<file path="src/rtl/ps2_pkg.sv">
// ps2_pkg: shared types and constants for the PS/2 host side.
// Holds the transmitter state encoding, command bytes and frame size.
package ps2_pkg;

    typedef enum logic [2:0] {
        IDLE,
        INHIBIT,
        START,
        XFER,
        WAIT_IDLE,
        ERR
    } ps2_state_t;

    localparam logic [7:0] PS2_CMD_SET_LEDS = 8'hED;
    localparam logic [7:0] PS2_CMD_ENABLE   = 8'hF4;
    localparam logic [7:0] PS2_CMD_RESEND   = 8'hFE;
    localparam logic [7:0] PS2_CMD_RESET    = 8'hFF;

    localparam logic [7:0] PS2_RSP_ACK = 8'hFA;

    localparam int PS2_FRAME_EDGES = 11;

    // Odd parity: the parity bit makes the total count of ones odd.
    function automatic logic odd_parity(input logic [7:0] b);
        return ~^b;
    endfunction

endpackage

</file>
<file path="src/rtl/ps2_line_sync.sv">
// ps2_line_sync: N-stage synchronizer for PS2_CLK/PS2_DAT plus a
// one-cycle strobe on each falling edge of the synchronized clock.
// Ports: clk, reset (sync, active-high), clk_raw, dat_raw (async pins),
//        clk_s, dat_s (synced levels), fall (clk_s 1->0 strobe).
module ps2_line_sync #(
    parameter int STAGES = 2
) (
    input  logic clk,
    input  logic reset,
    input  logic clk_raw,
    input  logic dat_raw,
    output logic clk_s,
    output logic dat_s,
    output logic fall
);

    logic [STAGES-1:0] clk_sh;
    logic [STAGES-1:0] dat_sh;
    logic              clk_prev;

    // Idle bus level is high, so reset to 1 to avoid a phantom edge.
    always_ff @(posedge clk) begin
        if (reset) begin
            clk_sh   <= '1;
            dat_sh   <= '1;
            clk_prev <= 1'b1;
        end else begin
            clk_sh   <= STAGES'({clk_sh, clk_raw});
            dat_sh   <= STAGES'({dat_sh, dat_raw});
            clk_prev <= clk_s;
        end
    end

    assign clk_s = clk_sh[STAGES-1];
    assign dat_s = dat_sh[STAGES-1];
    assign fall  = clk_prev & ~clk_s;

endmodule

</file>
<file path="src/rtl/ps2_host_tx.sv">
// ps2_host_tx: PS/2 host-to-device command transmitter.
// Request-to-send, frame shift on device clock falls, line-ACK check.
// Ports: CLOCK_50, reset (sync, active-high), send, command[7:0],
//        ps2_clk_in, ps2_dat_in (raw pins), ps2_clk_oe, ps2_dat_oe
//        (1 = pull low), busy, done (ACK pulse), error (NACK/timeout).
module ps2_host_tx
    import ps2_pkg::*;
#(
    parameter int INHIBIT_CYCLES = 6000,
    parameter int SETUP_CYCLES   = 50,
    parameter int TIMEOUT_CYCLES = 750000,
    parameter int SYNC_STAGES    = 2
) (
    input  logic       CLOCK_50,
    input  logic       reset,
    input  logic       send,
    input  logic [7:0] command,
    input  logic       ps2_clk_in,
    input  logic       ps2_dat_in,
    output logic       ps2_clk_oe,
    output logic       ps2_dat_oe,
    output logic       busy,
    output logic       done,
    output logic       error
);

    localparam int MAX_IS =
        (INHIBIT_CYCLES > SETUP_CYCLES) ? INHIBIT_CYCLES : SETUP_CYCLES;
    localparam int MAX_C  =
        (MAX_IS > TIMEOUT_CYCLES) ? MAX_IS : TIMEOUT_CYCLES;
    localparam int CW = $clog2(MAX_C);

    localparam logic [CW-1:0] INH_LAST = CW'(INHIBIT_CYCLES - 1);
    localparam logic [CW-1:0] SET_LAST = CW'(SETUP_CYCLES - 1);
    localparam logic [CW-1:0] TO_LAST  = CW'(TIMEOUT_CYCLES - 1);
    localparam logic [3:0]    K_LAST   = 4'(PS2_FRAME_EDGES - 1);

    logic clk_s;
    logic dat_s;
    logic fall;

    ps2_line_sync #(
        .STAGES (SYNC_STAGES)
    ) u_sync (
        .clk     (CLOCK_50),
        .reset   (reset),
        .clk_raw (ps2_clk_in),
        .dat_raw (ps2_dat_in),
        .clk_s   (clk_s),
        .dat_s   (dat_s),
        .fall    (fall)
    );

    ps2_state_t    state, state_d;
    logic [CW-1:0] cnt, cnt_d;
    logic [3:0]    k, k_d;
    logic [7:0]    cmd, cmd_d;
    logic          par, par_d;
    logic          dat_q, dat_d;
    logic          done_q, done_d;
    logic          error_q, error_d;

    always_ff @(posedge CLOCK_50) begin
        if (reset) begin
            state   <= IDLE;
            cnt     <= '0;
            k       <= '0;
            cmd     <= '0;
            par     <= 1'b0;
            dat_q   <= 1'b0;
            done_q  <= 1'b0;
            error_q <= 1'b0;
        end else begin
            state   <= state_d;
            cnt     <= cnt_d;
            k       <= k_d;
            cmd     <= cmd_d;
            par     <= par_d;
            dat_q   <= dat_d;
            done_q  <= done_d;
            error_q <= error_d;
        end
    end

    always_comb begin
        state_d = state;
        cnt_d   = cnt;
        k_d     = k;
        cmd_d   = cmd;
        par_d   = par;
        dat_d   = dat_q;
        done_d  = 1'b0;
        error_d = 1'b0;
        unique case (state)
            IDLE: begin
                if (send) begin
                    cmd_d   = command;
                    par_d   = odd_parity(command);
                    cnt_d   = '0;
                    state_d = INHIBIT;
                end
            end
            INHIBIT: begin
                if (cnt == INH_LAST) begin
                    cnt_d   = '0;
                    state_d = START;
                end else begin
                    cnt_d = cnt + 1'b1;
                end
            end
            START: begin
                if (cnt == SET_LAST) begin
                    cnt_d   = '0;
                    k_d     = '0;
                    dat_d   = 1'b1;
                    state_d = XFER;
                end else begin
                    cnt_d = cnt + 1'b1;
                end
            end
            XFER: begin
                // dat_d lands one cycle after fall, while clk is low.
                if (fall) begin
                    cnt_d = '0;
                    k_d   = k + 1'b1;
                    if (k == K_LAST) begin
                        dat_d   = 1'b0;
                        state_d = dat_s ? ERR : WAIT_IDLE;
                    end else if (k < 4'd8) begin
                        dat_d = ~cmd[k[2:0]];
                    end else if (k == 4'd8) begin
                        dat_d = ~par;
                    end else begin
                        dat_d = 1'b0;
                    end
                end else if (cnt == TO_LAST) begin
                    state_d = ERR;
                end else begin
                    cnt_d = cnt + 1'b1;
                end
            end
            WAIT_IDLE: begin
                if (clk_s && dat_s) begin
                    cnt_d   = '0;
                    done_d  = 1'b1;
                    state_d = IDLE;
                end else if (cnt == TO_LAST) begin
                    state_d = ERR;
                end else begin
                    cnt_d = cnt + 1'b1;
                end
            end
            ERR: begin
                cnt_d   = '0;
                dat_d   = 1'b0;
                error_d = 1'b1;
                state_d = IDLE;
            end
            default: state_d = IDLE;
        endcase
    end

    assign ps2_clk_oe = (state == INHIBIT) || (state == START);
    assign ps2_dat_oe = (state == START) ||
                        ((state == XFER) && dat_q);
    assign busy  = (state != IDLE);
    assign done  = done_q;
    assign error = error_q;

endmodule

</file>
<file path="config.mk">
export PLATFORM = sky130hd
export DESIGN_NAME = ps2_host_tx
export DESIGN_NICKNAME = d
export VERILOG_FILES = /design/src/rtl/ps2_pkg.sv /design/src/rtl/ps2_line_sync.sv /design/src/rtl/ps2_host_tx.sv
export SDC_FILE = /design/constraint.sdc
export NUM_CORES = 1
export LEC_CHECK = 0
export CAP_MARGIN = 5
export CORE_AREA = 2 2 86 63
export DETAILED_ROUTE_END_ITERATION = 10
export DIE_AREA = 0 0 88 65
export PLACE_DENSITY = 0.75
export SLEW_MARGIN = 30
export SYNTH_ARGS = -nofsm -noshare
export SYNTH_HDL_FRONTEND = slang
export SYNTH_SLANG_ARGS = --single-unit
</file>
<file path="constraint.sdc">
create_clock -name CLOCK_50 -period 2.37 [get_ports CLOCK_50]
set_clock_uncertainty 0.2 [all_clocks]
set_input_delay 0.5925 -clock CLOCK_50 [delete_from_list [all_inputs] [get_ports CLOCK_50]]
set_output_delay 0.5925 -clock CLOCK_50 [all_outputs]
set_load 0.005 [all_outputs]
</file>
==> results.tsv, run 1 <==
metric	value	unit
die-width	88	um
via_per_inst	6.092	
r2r_end	cnt[4]	
min_path_cells	1	
grt_pass1_vias	2558	
holdCritStartpoint	u_sync.clk_sh[0]	
maxCapViolations	0	
post_drt_wl_per_cell	17.34	um
placed_cells	450	
gp_congestion	1.016	
status	finished with violations	
firstDrtPassIters	6	
die_h	65	um
yosys_warnings	0	
max_clock_freq	408.9	MHz
end_kind	flop	
final-max-slew-violation-count	0	
first_iter_violations	258	
start_util	0.5088	
num_rows	22	
worstSetupPathType	reg2reg	
setup-tns-final	-0.2423	ns
worstSkewPairLatency	0.30	ns
worst-endpoint-arrival	2.44	ns
critPathMaxFanout	5	
fin_nets	412	
hold_buffers	0	
setup_viol	9	
reg2reg_depth	7	
die_area	5720	um2
port_buffers	17	
postSynthAreaPerCell	8.125	um2
grt_setup_unrepaired	true	
drtAntennaViolNets	0	
regToRegSetupSlack	-0.08	ns
drt-total-wl	8099	um
dpl.hpwl	5686	um
tightest_slew	0.7575	ns
final_cells	467	
hold_path_end	u_sync.clk_sh[1]	
path_clk_slew	0.09	ns
cts-root-buf	clkbuf_8	
grt_pass1_wl	12300	um
total_power	2.875	mW
synth_area_leaders	dfxtp_1 35%, nand2_1 6.1%, a21oi_1 4.5%	
p_leak	1.434	nW
violations	negative setup slack	
yosysTopAreaCellShare	0.3475	
synth_nets	330	
vias	2845	
core_region_area	4982	um2
ys_seq_elements	44	
ioPinCount	18	
antennaDiodeCount	0	
required	2.37	ns
ys.flop_type	dfxtp_1	
p_per_area	793.6	nW/um2
hp-class	reg2reg	
syn_area	2535	um2
nFillCells	360	
netlist_instances	312	
cts_sinks	44	
cp-start-kind	flop	
drive_above_1_share	0.3316	
ir_drop	0.3534	mV
relSlewSlack	0.4897	
yosysMostFrequentCell	dfxtp_1	
synthDistinctLibCells	64	
hold_viol_final	0	
period_needed	2.446	ns
h-tree-depth	2	
cts_buffers	5	
grt_antenna_before_repair	0	
grt_usage	0.2772	
reg2reg_from	cnt[11]	
layout_setup_ws	-0.07586	ns
synth_edf_count	0	
tritoncts	yes	
synth.largest_area_cell	dfxtp_1	
grt_overflow_total	0	
ys_seq_area_frac	0.3475	
holdWs	0.2169	ns
yosys-top-cells-count	44 x dfxtp_1, 41 x nand2_1, 24 x nor2_1	
clk_path_buf_depth	2	
drcViolationCount	0	
period_share	1.032	
area_delta_synth_final	42.94	%
synthArstFlopShare	0	
grt_max_degree	17	
==> cells by family (layout without fill, tap and decap cells) <==
family | count (synthesis) | after routing | share of synthesized area
AO/OA/AOI/OAI | 89 | 89 | 0.2428
XOR/XNOR | 9 | 9 | 0.03110
adder cells (fa/ha/maj) | 5 | 5 | 0.02468
buffers and inverters | 21 | 104 | 0.03307
flip-flops | 44 | 44 | 0.3475
multiplexers | 3 | 3 | 0.02172
AND/OR/NAND/NOR | 141 | 141 | 0.2991
==> timing repair <==
item | 4_1_cts | 5_1_grt
setup endpoints to repair | 23 | 22
pin swaps | 4 | 15
setup buffers | 4 | 5
gates resized for setup | 23 | 33
==> registers in the layout, indices dropped and copies added (netlist names) <==
signal,count
k,4
done,1
u_sync.clk_sh,2
state,3
error,1
cmd,8
u_sync.dat_sh,2
u_sync.clk_prev,1
par,1
dat_q,1
cnt,20
==> stage by stage <==
| step | setup WS (ns) | instance area (um2) | utilization |
|---|---|---|---|
| 2_1_floorplan | 0.03238 | 2541 | - |
| 4_1_cts | -0.02100 | 3442 | 0.6909 |
| 3_3_place_gp | -0.1091 | 3211 | 0.6444 |
| 6_report | -0.07586 | 3623 | 0.7273 |
| 5_1_grt | -0.1053 | 3623 | 0.7273 |
| 3_5_place_dp | -0.1344 | 3211 | 0.6444 |
==> per-layer routing <==
metal / part of all wire / wire [um] / up-vias / track usage
met5: 0 / 0 / - / 0
met4: 0.023 / 189 / 0 / 0.07692
met3: 0.098 / 791 / 28 / 0.05605
met2: 0.43 / 3471 / 181 / 0.4053
met1: 0.45 / 3646 / 1315 / 0.4100
li1: - / - / 1321 / -
==> placed cells by master, fill, tap and decap left out, types with 4 or more instances in the layout <==
cell	count
buf_4	60
nand2_1	39
dfxtp_1	31
nor2_1	23
a21oi_1	20
nand3_1	15
clkdlybuf4s50_1	14
inv_1	11
o21ai_1	9
o21ai_0	9
dfxtp_2	9
xnor2_1	7
nand4_1	6
or2_2	6
buf_6	6
a31oi_1	5
nor4_1	5
o2bb2ai_1	5
clkbuf_8	5
a21o_1	4
and3_1	4
a22o_1	4
o22ai_1	4
ha_1	4
dfxtp_4	4
==> worst max-delay path, stage by stage, from the launching register on <==
cell and delay, ns:
dfxtp_2 0.35, nor4_4 0.30, nand3b_2 0.19, or4_4 0.63, a211oi_4 0.29, buf_6 0.15, nor3_2 0.03, a22o_1 0.20
==> report_power, final <==
| group | switching [mW] | leakage [nW] | internal, mW |
|---|---|---|---|
| sequential | 0.0669 | 0.365 | 0.803 |
| clock | 0.272 | 0.0541 | 0.312 |
| combinational | 0.770 | 1.01 | 0.651 |
| total | 1.11 | 1.43 | 1.77 |
==> worst max-delay path by stage <==
stage / start / to / cells past startpoint
final: cnt[11] / cnt[4] / 7
after global routing: cnt[11] / cnt[4] / 7
after CTS: cnt[16] / state[0] / 7
after detailed placement: cnt[17] / cnt[6] / 7
after global placement: cnt[15] / cnt[7] / 6
after floorplan: cnt[1] / cnt[4] / 7
==> area by class of cell <==
type,instances,area [um2],share of cell area
clock buffer,5,68.82,0.01899
sequential,44,907.1,0.2503
clock inverter,3,42.54,0.01174
timing repair buffer,84,715.7,0.1975
inverter,12,45.04,0.01243
tap,72,90.09,0.02486
multi-input combinational,247,1754,0.4841
No activity file was read; power rests on OpenSTA's default activity.
==> run 2, diff against run 1 <==
--- a/config.mk
+++ b/config.mk
@@ -10,6 +10,7 @@
 export DETAILED_ROUTE_END_ITERATION = 10
 export DIE_AREA = 0 0 88 65
 export PLACE_DENSITY = 0.75
+export RECOVER_POWER = 100
 export SLEW_MARGIN = 30
 export SYNTH_ARGS = -nofsm -noshare
 export SYNTH_HDL_FRONTEND = slang
==> results.tsv, run 2 (synthesized netlist as in run 1, its figures left out) <==
metric	value	unit	change
status	finished with violations		unchanged
violations	negative setup slack		unchanged
ioPinCount	18		unchanged
worst-endpoint-arrival	2.45	ns	was 2.44 ns
nFillCells	364		was 360
place_area	3211	um2	unchanged
drtAntennaViolNets	0		unchanged
max_clock_freq	408.1	MHz	was 408.9 MHz
crit_chain	nor4_4 -> nand3b_2 -> or4_4 -> a211oi_4 -> buf_6 -> nor3_2 -> a22o_1		unchanged
antennaDiodeCount	0		unchanged
first_iter_violations	260		was 258
final_common_cell	buf_4		unchanged
drt-total-wl	8085	um	was 8099 um
cts_sinks	44		unchanged
clk_path_buf_depth	2		unchanged
largest_reg_flops	20		unchanged
post_drt_wl_per_cell	17.31	um	was 17.34 um
final_cells	467		unchanged
firstDrtPassIters	5		was 6
cts-root-buf	clkbuf_8		unchanged
vias	2801		was 2845
regToRegSetupSlack	-0.08	ns	about the same
port_buffers	17		unchanged
grt_pass1_wl	12300	um	unchanged
maxCapViolations	0		unchanged
swShare	0.3871		was 0.3856
gp_congestion	1.016		unchanged
start_util	0.5088		unchanged
p_int	1.756	mW	was 1.767 mW
slowest_delay	0.63	ns	about the same
grt_overflow_total	0		unchanged
end_kind	flop		unchanged
die_h	65	um	unchanged
fin_nets	412		unchanged
critPathBufInv	1		unchanged
regMostFlops	cnt		unchanged
fin_area	3600	um2	was 3623 um2
setup_viol	9		unchanged
core_region_area	4982	um2	unchanged
setup-tns-final	-0.2693	ns	was -0.2423 ns
slowest_stage	or4_4		unchanged
grt_usage	0.2772		unchanged
period_share	1.034		was 1.032
required	2.37	ns	about the same
grt_antenna_before_repair	0		unchanged
grt_max_degree	17		unchanged
relSlewSlack	0.4969		was 0.4897
worstSetupPathType	reg2reg		unchanged
area_delta_synth_final	42.00	%	was 42.94%
tritoncts	yes		unchanged
switching_power	1.109	mW	about the same
cp-start-kind	flop		unchanged
p_clk_frac	0.203		about the same
grt_pass1_vias	2558		unchanged
num_rows	22		unchanged
ir_drop	0.3531	mV	was 0.3534 mV
worstSkewPairLatency	0.30	ns	about the same
die_area	5720	um2	unchanged
grt_setup_unrepaired	true		unchanged
p_leak	1.393	nW	was 1.434 nW
p_per_area	795.8	nW/um2	was 793.6 nW/um2
hold_viol_final	0		unchanged
placed_cells	450		unchanged
final_cell_mix	53 x buf_4, 39 x nand2_1, 32 x dfxtp_1		was 60 x buf_4, 39 x nand2_1, 31 x dfxtp_1
cts_buffers	5		unchanged
layout_setup_ws	-0.08018	ns	was -0.07586 ns
h-tree-depth	2		unchanged
die-width	88	um	unchanged
seq_power_share	0.303		about the same
hp-class	reg2reg		unchanged
period_needed	2.450	ns	was 2.446 ns
final-max-slew-violation-count	0		unchanged
critPathMaxFanout	5		unchanged
via_per_inst	5.998		was 6.092
reg.largest.list	cnt (20), cmd (8), k (4)		unchanged
drive_above_1_share	0.3190		was 0.3316
drcViolationCount	0		unchanged
path_clk_slew	0.09	ns	about the same
dpl.hpwl	5686	um	unchanged
tightest_slew	0.7468	ns	was 0.7575 ns
hold_buffers	0		unchanged
crit_family	simple AND/OR/NAND/NOR gates		unchanged
combPwrFrac	0.494		about the same
run 2: changes by cell type in the layout (fill, tap and decap cells not counted), sizes merged:
cell / change
clkdlybuf4s50: -4
clkbuf: +7
clkdlybuf4s25: +2
dlymetal6s2s: -2
dlygate4sd3: +4
buf: -7
run 2: repair_timing:
action	in CTS	in global routing
endpoints found under the hold margin	0	0
setup endpoints to repair	23	22
gates resized for setup	23	33
setup buffers	4	5
pin swaps	4	15
run 2: final cells by class:
| type | instances | area, um2 | area share |
|---|---|---|---|
| Multi-Input combinational cell | 247 | 1754 | 0.4873 |
| Sequential cell | 44 | 905.9 | 0.2517 |
| Timing Repair Buffer | 84 | 693.2 | 0.1926 |
| Tap cell | 72 | 90.09 | 0.02503 |
| Clock buffer | 5 | 68.82 | 0.01912 |
| Inverter | 12 | 45.04 | 0.01251 |
| Clock inverter | 3 | 42.54 | 0.01182 |
run 2: path summary, 6_finish.rpt:
path	to	start	cells past startpoint
worst min-delay path	u_sync.clk_sh[1]	u_sync.clk_sh[0]	1
worst max register to register	cnt[4]	cnt[11]	7
worst max-delay path	cnt[4]	cnt[11]	7
worst min register to register	u_sync.clk_sh[1]	u_sync.clk_sh[0]	1
run 2: power groups by stage:
stage | clock network [mW] | registers (mW) | logic (mW)
floorplan | 0 | 0.849 | 0.680
global placement | 0 | 0.865 | 1.11
detailed placement | 0 | 0.869 | 1.13
CTS | 0.590 | 0.868 | 1.24
global route | 0.617 | 0.876 | 1.51
finish | 0.581 | 0.869 | 1.41
run 2: through the flow:
| step | hold slack, ns | utilization | total power [mW] | setup WS (ns) |
|---|---|---|---|---|
| CTS | 0.2200 | 0.6909 | 2.695 | -0.02100 |
| global route | 0.2420 | 0.7225 | 3.001 | -0.1673 |
| finish | 0.2169 | 0.7225 | 2.865 | -0.08018 |
| detailed placement | 0.1985 | 0.6444 | 2.004 | -0.1344 |
| global placement | 0.1960 | 0.6444 | 1.971 | -0.1091 |
| floorplan | 0.1895 | - | 1.529 | 0.03238 |
run 2: layer usage:
metal	part of all wire	track usage	vias up
li1	-	-	1321
met1	0.46	0.4100	1318
met2	0.43	0.4053	137
met3	0.089	0.05605	25
met4	0.022	0.07692	0
met5	0	0	-
